`src/rtl/mem_lsu_pkg.sv`:
```
// Shared widths, memory opcodes and LSU state encodings for the MEM-stage load/store unit.
package mem_lsu_pkg;

  localparam int RADDR_WIDTH = 5;
  localparam int RDATA_WIDTH = 32;
  localparam int ADDR_WIDTH  = 32;
  localparam int DATA_WIDTH  = 32;

  typedef enum logic [3:0] {
    MEM_NOP = 4'd0,
    MEM_LB  = 4'd1,
    MEM_LH  = 4'd2,
    MEM_LW  = 4'd3,
    MEM_LBU = 4'd4,
    MEM_LHU = 4'd5,
    MEM_SB  = 4'd6,
    MEM_SH  = 4'd7,
    MEM_SW  = 4'd8
  } mem_op_e;

  typedef enum logic [1:0] {
    LSU_IDLE = 2'd0,
    LSU_BUSY = 2'd1,
    LSU_DONE = 2'd2
  } lsu_state_e;

  function automatic logic is_mem_op(input logic [3:0] op);
    return (op >= 4'(MEM_LB)) && (op <= 4'(MEM_SW));
  endfunction

  function automatic logic is_store(input logic [3:0] op);
    return (op == 4'(MEM_SB)) || (op == 4'(MEM_SH)) || (op == 4'(MEM_SW));
  endfunction

  function automatic logic op_aligned(input logic [3:0] op, input logic [1:0] a);
    case (op)
      MEM_LH, MEM_LHU, MEM_SH: return ~a[0];
      MEM_LW, MEM_SW:          return (a == 2'b00);
      default:                 return 1'b1;
    endcase
  endfunction

endpackage

```
`src/rtl/mem_lsu_lane.sv`:
```
// Combinational byte-lane logic: store lane replication/byte enables and load extraction/extension.
module lsu_lane
  import mem_lsu_pkg::*;
(
  input  logic [3:0]            op_i,
  input  logic [1:0]            addr_i,
  input  logic [DATA_WIDTH-1:0] data_i,
  input  logic [DATA_WIDTH-1:0] rdata_i,
  output logic [3:0]            be_o,
  output logic [DATA_WIDTH-1:0] wdata_o,
  output logic [DATA_WIDTH-1:0] load_o
);

  logic [DATA_WIDTH-1:0] shifted;

  function automatic logic [DATA_WIDTH-1:0] sext8(input logic signed [7:0] v);
    logic signed [DATA_WIDTH-1:0] r;
    r = v;
    return r;
  endfunction

  function automatic logic [DATA_WIDTH-1:0] sext16(input logic signed [15:0] v);
    logic signed [DATA_WIDTH-1:0] r;
    r = v;
    return r;
  endfunction

  always_comb begin
    shifted = rdata_i >> {addr_i, 3'b000};
    be_o    = 4'b0000;
    wdata_o = data_i;
    load_o  = shifted;
    case (op_i)
      MEM_LB, MEM_LBU, MEM_SB: begin
        be_o    = 4'b0001 << addr_i;
        wdata_o = {4{data_i[7:0]}};
      end
      MEM_LH, MEM_LHU, MEM_SH: begin
        be_o    = 4'b0011 << {addr_i[1], 1'b0};
        wdata_o = {2{data_i[15:0]}};
      end
      MEM_LW, MEM_SW: be_o = 4'b1111;
      default: ;
    endcase
    case (op_i)
      MEM_LB:  load_o = sext8(shifted[7:0]);
      MEM_LBU: load_o = DATA_WIDTH'(shifted[7:0]);
      MEM_LH:  load_o = sext16(shifted[15:0]);
      MEM_LHU: load_o = DATA_WIDTH'(shifted[15:0]);
      default: ;
    endcase
  end

endmodule

```
`config.mk`:
```
export PLATFORM = sky130hd
export DESIGN_NAME = lsu_lane
export DESIGN_NICKNAME = d
export VERILOG_FILES = /design/src/rtl/mem_lsu_pkg.sv /design/src/rtl/mem_lsu_lane.sv
export SDC_FILE = /design/constraint.sdc
export NUM_CORES = 1
export LEC_CHECK = 0
export ABC_AREA = 1
export CORE_ASPECT_RATIO = 1.25
export CORE_MARGIN = 8
export CORE_UTILIZATION = 32
export DETAILED_ROUTE_END_ITERATION = 12
export PLACE_DENSITY = 0.86
export SYNTH_ARGS = -nofsm -noshare
export SYNTH_HDL_FRONTEND = slang
export SYNTH_SLANG_ARGS = --single-unit
```
`constraint.sdc`:
```
create_clock -name vclk -period 1.2
set_input_delay 0.18 -clock vclk [all_inputs]
set_output_delay 0.18 -clock vclk [all_outputs]
set_load 0.01 [all_outputs]
```
==> out/qor.yml, run 1 <==
finalSetupViolCount: 61
hold_end: "load_o[6]"
fmax_ghz: 0.619
worstMarginPinSlew_ns: 0.631
crit_fanout: 18
ir_drop_uv: 365
grt_max_degree: 19
drtPass1Iterations: 6
die_w_um: 76.9
num_vias: 3653
rsz0062_at_grt: "yes"
io_pins: 138
place_congestion: 0.867
min-delay-start: "rdata_i[6]"
synthCells: 312
grt_overflow: 0
crit_required_ns: 1.02
holdWs_ns: 0.749
wirelength_um: 16300
ys_seq_area_share_pct: 0
num_antenna_cells: 0
start_util_pct: 33.5
hpwl_um: 6490
final_area_sq_um: 4200
path_class: "in2out"
critPathLaunchType: "primary input"
postRouteAntennaNets: 0
wire_per_inst_um: 29.8
register_area_sq_um: 0
ys_top_cells_by_count: "nand2_1 (150), nand3_1 (32), inv_1 (29)"
hold_viol: 0
path_common_cell: "buf_6"
finalMaxSlewViolations: 0
drtIter0Drc: 541
synth_area_sq_um: 1480
yosys_warnings: 0
power.density_nw_per_um2: 504
area_growth_pct: 183
relSlewSlack_pct: 57.6
hold_depth: 4
crit_family: "simple AND/OR/NAND/NOR gates"
n_clock_buffer: 0
synth_cell_type_count: 21
port_buffers: 138
grt_pass1_vias: 3413
seq_cell_count: 0
cp_slowest_cell: "nor3_1"
postCtsHoldBufs: 0
p_leak_nw: 2.27
violations: "setup timing"
slowest_delay_ns: 0.55
ys_top_cells_by_area: "nand2_1 (38%), nand3_1 (11%), inv_1 (7.3%), nand3_2 (6.8%), buf_4 (6.1%)"
synth_most_common_cell: "nand2_1"
track_usage_pct: 32.7
synth_top_area_share_pct: 38.0
grt_first_pass_wirelength_um: 19100
viasPerCell: 6.67
cp-end-kind: "output port"
nFillCells: 125
antenna_found_initial: 0
period_share_pct: 135
period_needed_ns: 1.62
min_path_type: "in2out"
postPlaceCellArea_sq_um: 3030
syn_nets: 382
cp.arrival_ns: 1.44
path_cells: "buf_6, buf_4, nor3_1, nand3_4, nand3_2, buf_6"
syn_area_per_cell_sq_um: 4.75
max-cap-violations: 0
synth_top_area_cell: "nand2_1"
fin_nets: 562
outcome: "complete, but fails checks"
finalWorstSetupSlack_ns: -0.416
die_area_sq_um: 7080
cp_num_buf_inv: 3
die_h_um: 92.1
placementRows: 27
core_area_sq_um: 4430
multiInputGateArea_sq_um: 1930
drive_gt1_share_pct: 59.6
drc: 0
stage by stage:
step	util, %	power, W	instances	setup WS (ns)	setup TNS, ns
floorplan	-	0.000560	312	0.0217	0
global placement	68.4	0.00139	512	-1.07	-60.44
detailed placement	68.4	0.00140	512	-1.08	-62.01
CTS	85.6	0.00166	546	-0.319	-9.26
global route	94.9	0.00215	548	-0.475	-18.40
finish	94.9	0.00211	548	-0.416	-15.62
how the worst max path moves through the flow:
stage	depth (start not counted)	start	slack, ns	end
final	6	addr_i[1]	-0.42	load_o[28]
after floorplan	8	op_i[3]	0.02	wdata_o[11]
after global placement	9	addr_i[1]	-1.07	load_o[22]
after global routing	11	op_i[1]	-0.47	load_o[28]
after detailed placement	9	addr_i[1]	-1.08	load_o[22]
after CTS	12	op_i[3]	-0.32	wdata_o[30]
placed cells by master (no fill, tap or decap):
cell	count
o21ai_2	6
nor2_1	14
o21ai_1	6
nor3_2	2
nand2_4	13
inv_2	10
o211ai_1	3
o21ai_0	2
buf_6	57
clkdlybuf4s15_1	4
nand2_2	54
buf_12	11
buf_8	3
nor2_4	8
a22oi_2	3
dlymetal6s2s_1	11
nor3_1	6
nor2_2	2
buf_2	26
buf_16	2
clkdlybuf4s15_2	3
nand3_2	21
dlygate4sd2_1	14
clkbuf_16	2
nand2_8	6
clkbuf_2	6
o21ai_4	2
inv_4	2
clkdlybuf4s50_1	33
a22oi_1	4
inv_1	16
buf_4	27
nand2_1	85
inv_8	4
a21oi_2	1
nand3_4	21
layer usage:
metal  routed length, um  GRT usage [%]
met1                5210           35.5
met2                7170           56.2
met3                2330           8.30
met4                1600           18.6
met5                   0              0
cells by family (layout without fill, tap and decap cells):
logic type / count (synthesis) / in the layout / synth area share (%)
and+or+nand+nor: 229 / 232 / 69.5
AOI/OAI and AO/OA: 27 / 27 / 11.1
buffers and inverters: 56 / 231 / 19.4
repair_timing:
item	in CTS	in global routing
pin swaps	64	43
resized for setup	487	134
setup endpoints to repair	68	63
buffers inserted	27	5
cloned	7	2
where the power goes:
part           leakage (nW)  internal [W]  total, W  switching [W]
Combinational          2.27      0.000966   0.00211        0.00115
Sequential                0             0         0              0
Clock                     0             0         0              0
Total                  2.27      0.000966   0.00211        0.00115
final cells by class:
cell class	count	share of cell area (%)
Timing Repair Buffer	199	48.6
Inverter	32	3.70
Multi-Input combinational cell	259	46.0
Tap cell	58	1.73
Note: power is estimated with default switching activity, not from simulation.
==> inputs of run 2 (changes only) <==
--- a/config.mk
+++ b/config.mk
@@ -12,3 +12,3 @@
 export DETAILED_ROUTE_END_ITERATION = 12
-export PLACE_DENSITY = 0.86
+export PLACE_DENSITY = 0.84
 export SYNTH_ARGS = -nofsm -noshare
==> constraint.sdc (replaced) <==
create_clock -name vclk -period 1.2
set_input_delay 0.12 -clock vclk [all_inputs]
set_output_delay 0.12 -clock vclk [all_outputs]
set_load 0.01 [all_outputs]
==> run 2 against run 1 <==
The flow still finishes with violations (setup timing). Combinational power fell by 18%. Cell count fell by 0.91%. Maximum frequency rose by 11%. Global-route usage fell by 5.1 points. Flip-flop and latch count did not move. Non-clock buffer count fell by 5. Sequential share of layout area did not move. First-iteration DRC count fell by 67%. Largest cell class unchanged. Highest routed layer unchanged.
==> out/qor.yml, run 2 (same netlist as run 1, synthesis figures left out) <==
min-delay-start: "data_i[7]"
wirelength_um: 11200
violations: "setup timing"
finalSetupViolCount: 52
start_util_pct: 33.5
final_area_sq_um: 3720
drc: 0
path_class: "in2out"
crit_fanout: 4
period_needed_ns: 1.46
grt_overflow: 0
met1_usage_pct: 29.9
cp-end-kind: "output port"
area_growth_pct: 151
fin_nets: 557
port_buffers: 138
num_vias: 3068
hpwl_um: 6540
wire_per_inst_um: 20.6
max-cap-violations: 0
finalMaxSlewViolations: 0
nFillCells: 241
core_area_sq_um: 4430
holdWs_ns: 0.750
grt_pass1_vias: 3176
rsz0062_at_grt: "yes"
drive_gt1_share_pct: 47.4
crit_required_ns: 1.08
die_area_sq_um: 7080
fmax_ghz: 0.684
cp.arrival_ns: 1.34
final_common_cell: "nand2_1"
n_clock_buffer: 0
min_path_type: "in2out"
hold_depth: 4
track_usage_pct: 27.6
grt_first_pass_wirelength_um: 16500
hold_viol: 0
power_w: 0.00172
placementRows: 27
seq_cell_count: 0
power.density_nw_per_um2: 462
postRouteAntennaNets: 0
io_pins: 138
register_area_sq_um: 0
viasPerCell: 5.65
p_leak_nw: 2.03
hold_end: "wdata_o[23]"
use_met2_pct: 50.2
postPlaceCellArea_sq_um: 3090
setup_tns_ns: -6.12
antenna_found_initial: 0
relSlewSlack_pct: 76.4
critPathLaunchType: "primary input"
period_share_pct: 122
drtIter0Drc: 179
postCtsHoldBufs: 0
outcome: "complete, but fails checks"
ir_drop_uv: 250
top_usage_layer: "met2"
finalCoreUtilization_pct: 84.0
place_congestion: 0.868
die_h_um: 92.1
num_antenna_cells: 0
met3_usage_pct: 5.96
multiInputGateArea_sq_um: 1690
layout_common_cells: "nand2_1 (117), clkdlybuf4s50_1 (46), buf_6 (45), buf_4 (33), nand3_2 (30)"
finalWorstSetupSlack_ns: -0.262
worstMarginPinSlew_ns: 0.352
die_w_um: 76.9
drtPass1Iterations: 4
grt_max_degree: 17
run 2: changes by cell type in the layout (fill, tap and decap cells not counted), moves of 8 or more:
cell	previous run	this run
dlymetal6s2s_1	11	0
nand2_2	54	24
buf_6	57	45
dlygate4sd2_1	14	26
clkdlybuf4s50_1	33	46
nand3_2	21	30
nand3_4	21	6
nand2_1	85	117
o21ai_0	2	10
run 2: worst max path at each step:
stage / from / end / depth (start not counted)
4_1_cts: op_i[3] / wdata_o[21] / 11
2_1_floorplan: op_i[3] / wdata_o[11] / 8
6_report: op_i[1] / be_o[3] / 8
5_1_grt: op_i[2] / load_o[23] / 9
3_3_place_gp: addr_i[0] / load_o[23] / 9
3_5_place_dp: addr_i[0] / load_o[23] / 9
run 2: report_power, final:
part / total (W) / switching, W / internal, W
Sequential: 0 / 0 / 0
Clock: 0 / 0 / 0
Combinational: 0.00172 / 0.000898 / 0.000818
run 2: layout make-up:
cell class                      count  share of cell area (%)
Multi-Input combinational cell    259                    45.4
Tap cell                           58                    1.95
Inverter                           32                    3.77
Timing Repair Buffer              194                    48.9
run 2: metal layers:
| layer | share of wire, % | up-vias |
|---|---|---|
| met5 | 0 | - |
| met3 | 11 | 58 |
| li1 | - | 1336 |
| met4 | 5.6 | 0 |
| met2 | 49 | 264 |
| met1 | 34 | 1410 |
run 2: what timing repair did:
item / in CTS / in global routing
pin swaps: 67 / 13
resized for setup: 427 / 51
setup buffers: 20 / 1
setup endpoints to repair: 68 / 59
gates cloned: 6 / 0
run 2: per-stage QoR:
step	worst slack, ns	std cells
4_1_cts	-0.0919	545
5_1_grt	-0.281	543
2_1_floorplan	0.142	312
6_report	-0.262	543
3_3_place_gp	-0.972	520
3_5_place_dp	-0.992	520
run 2: worst max-delay path, stage by stage:
cell and delay [ns]:
buf_6 0.10, buf_4 0.14, nand2_1 0.10, nor2_1 0.07, a21oi_1 0.25, buf_4 0.20
nand3_1 0.16, buf_2 0.20
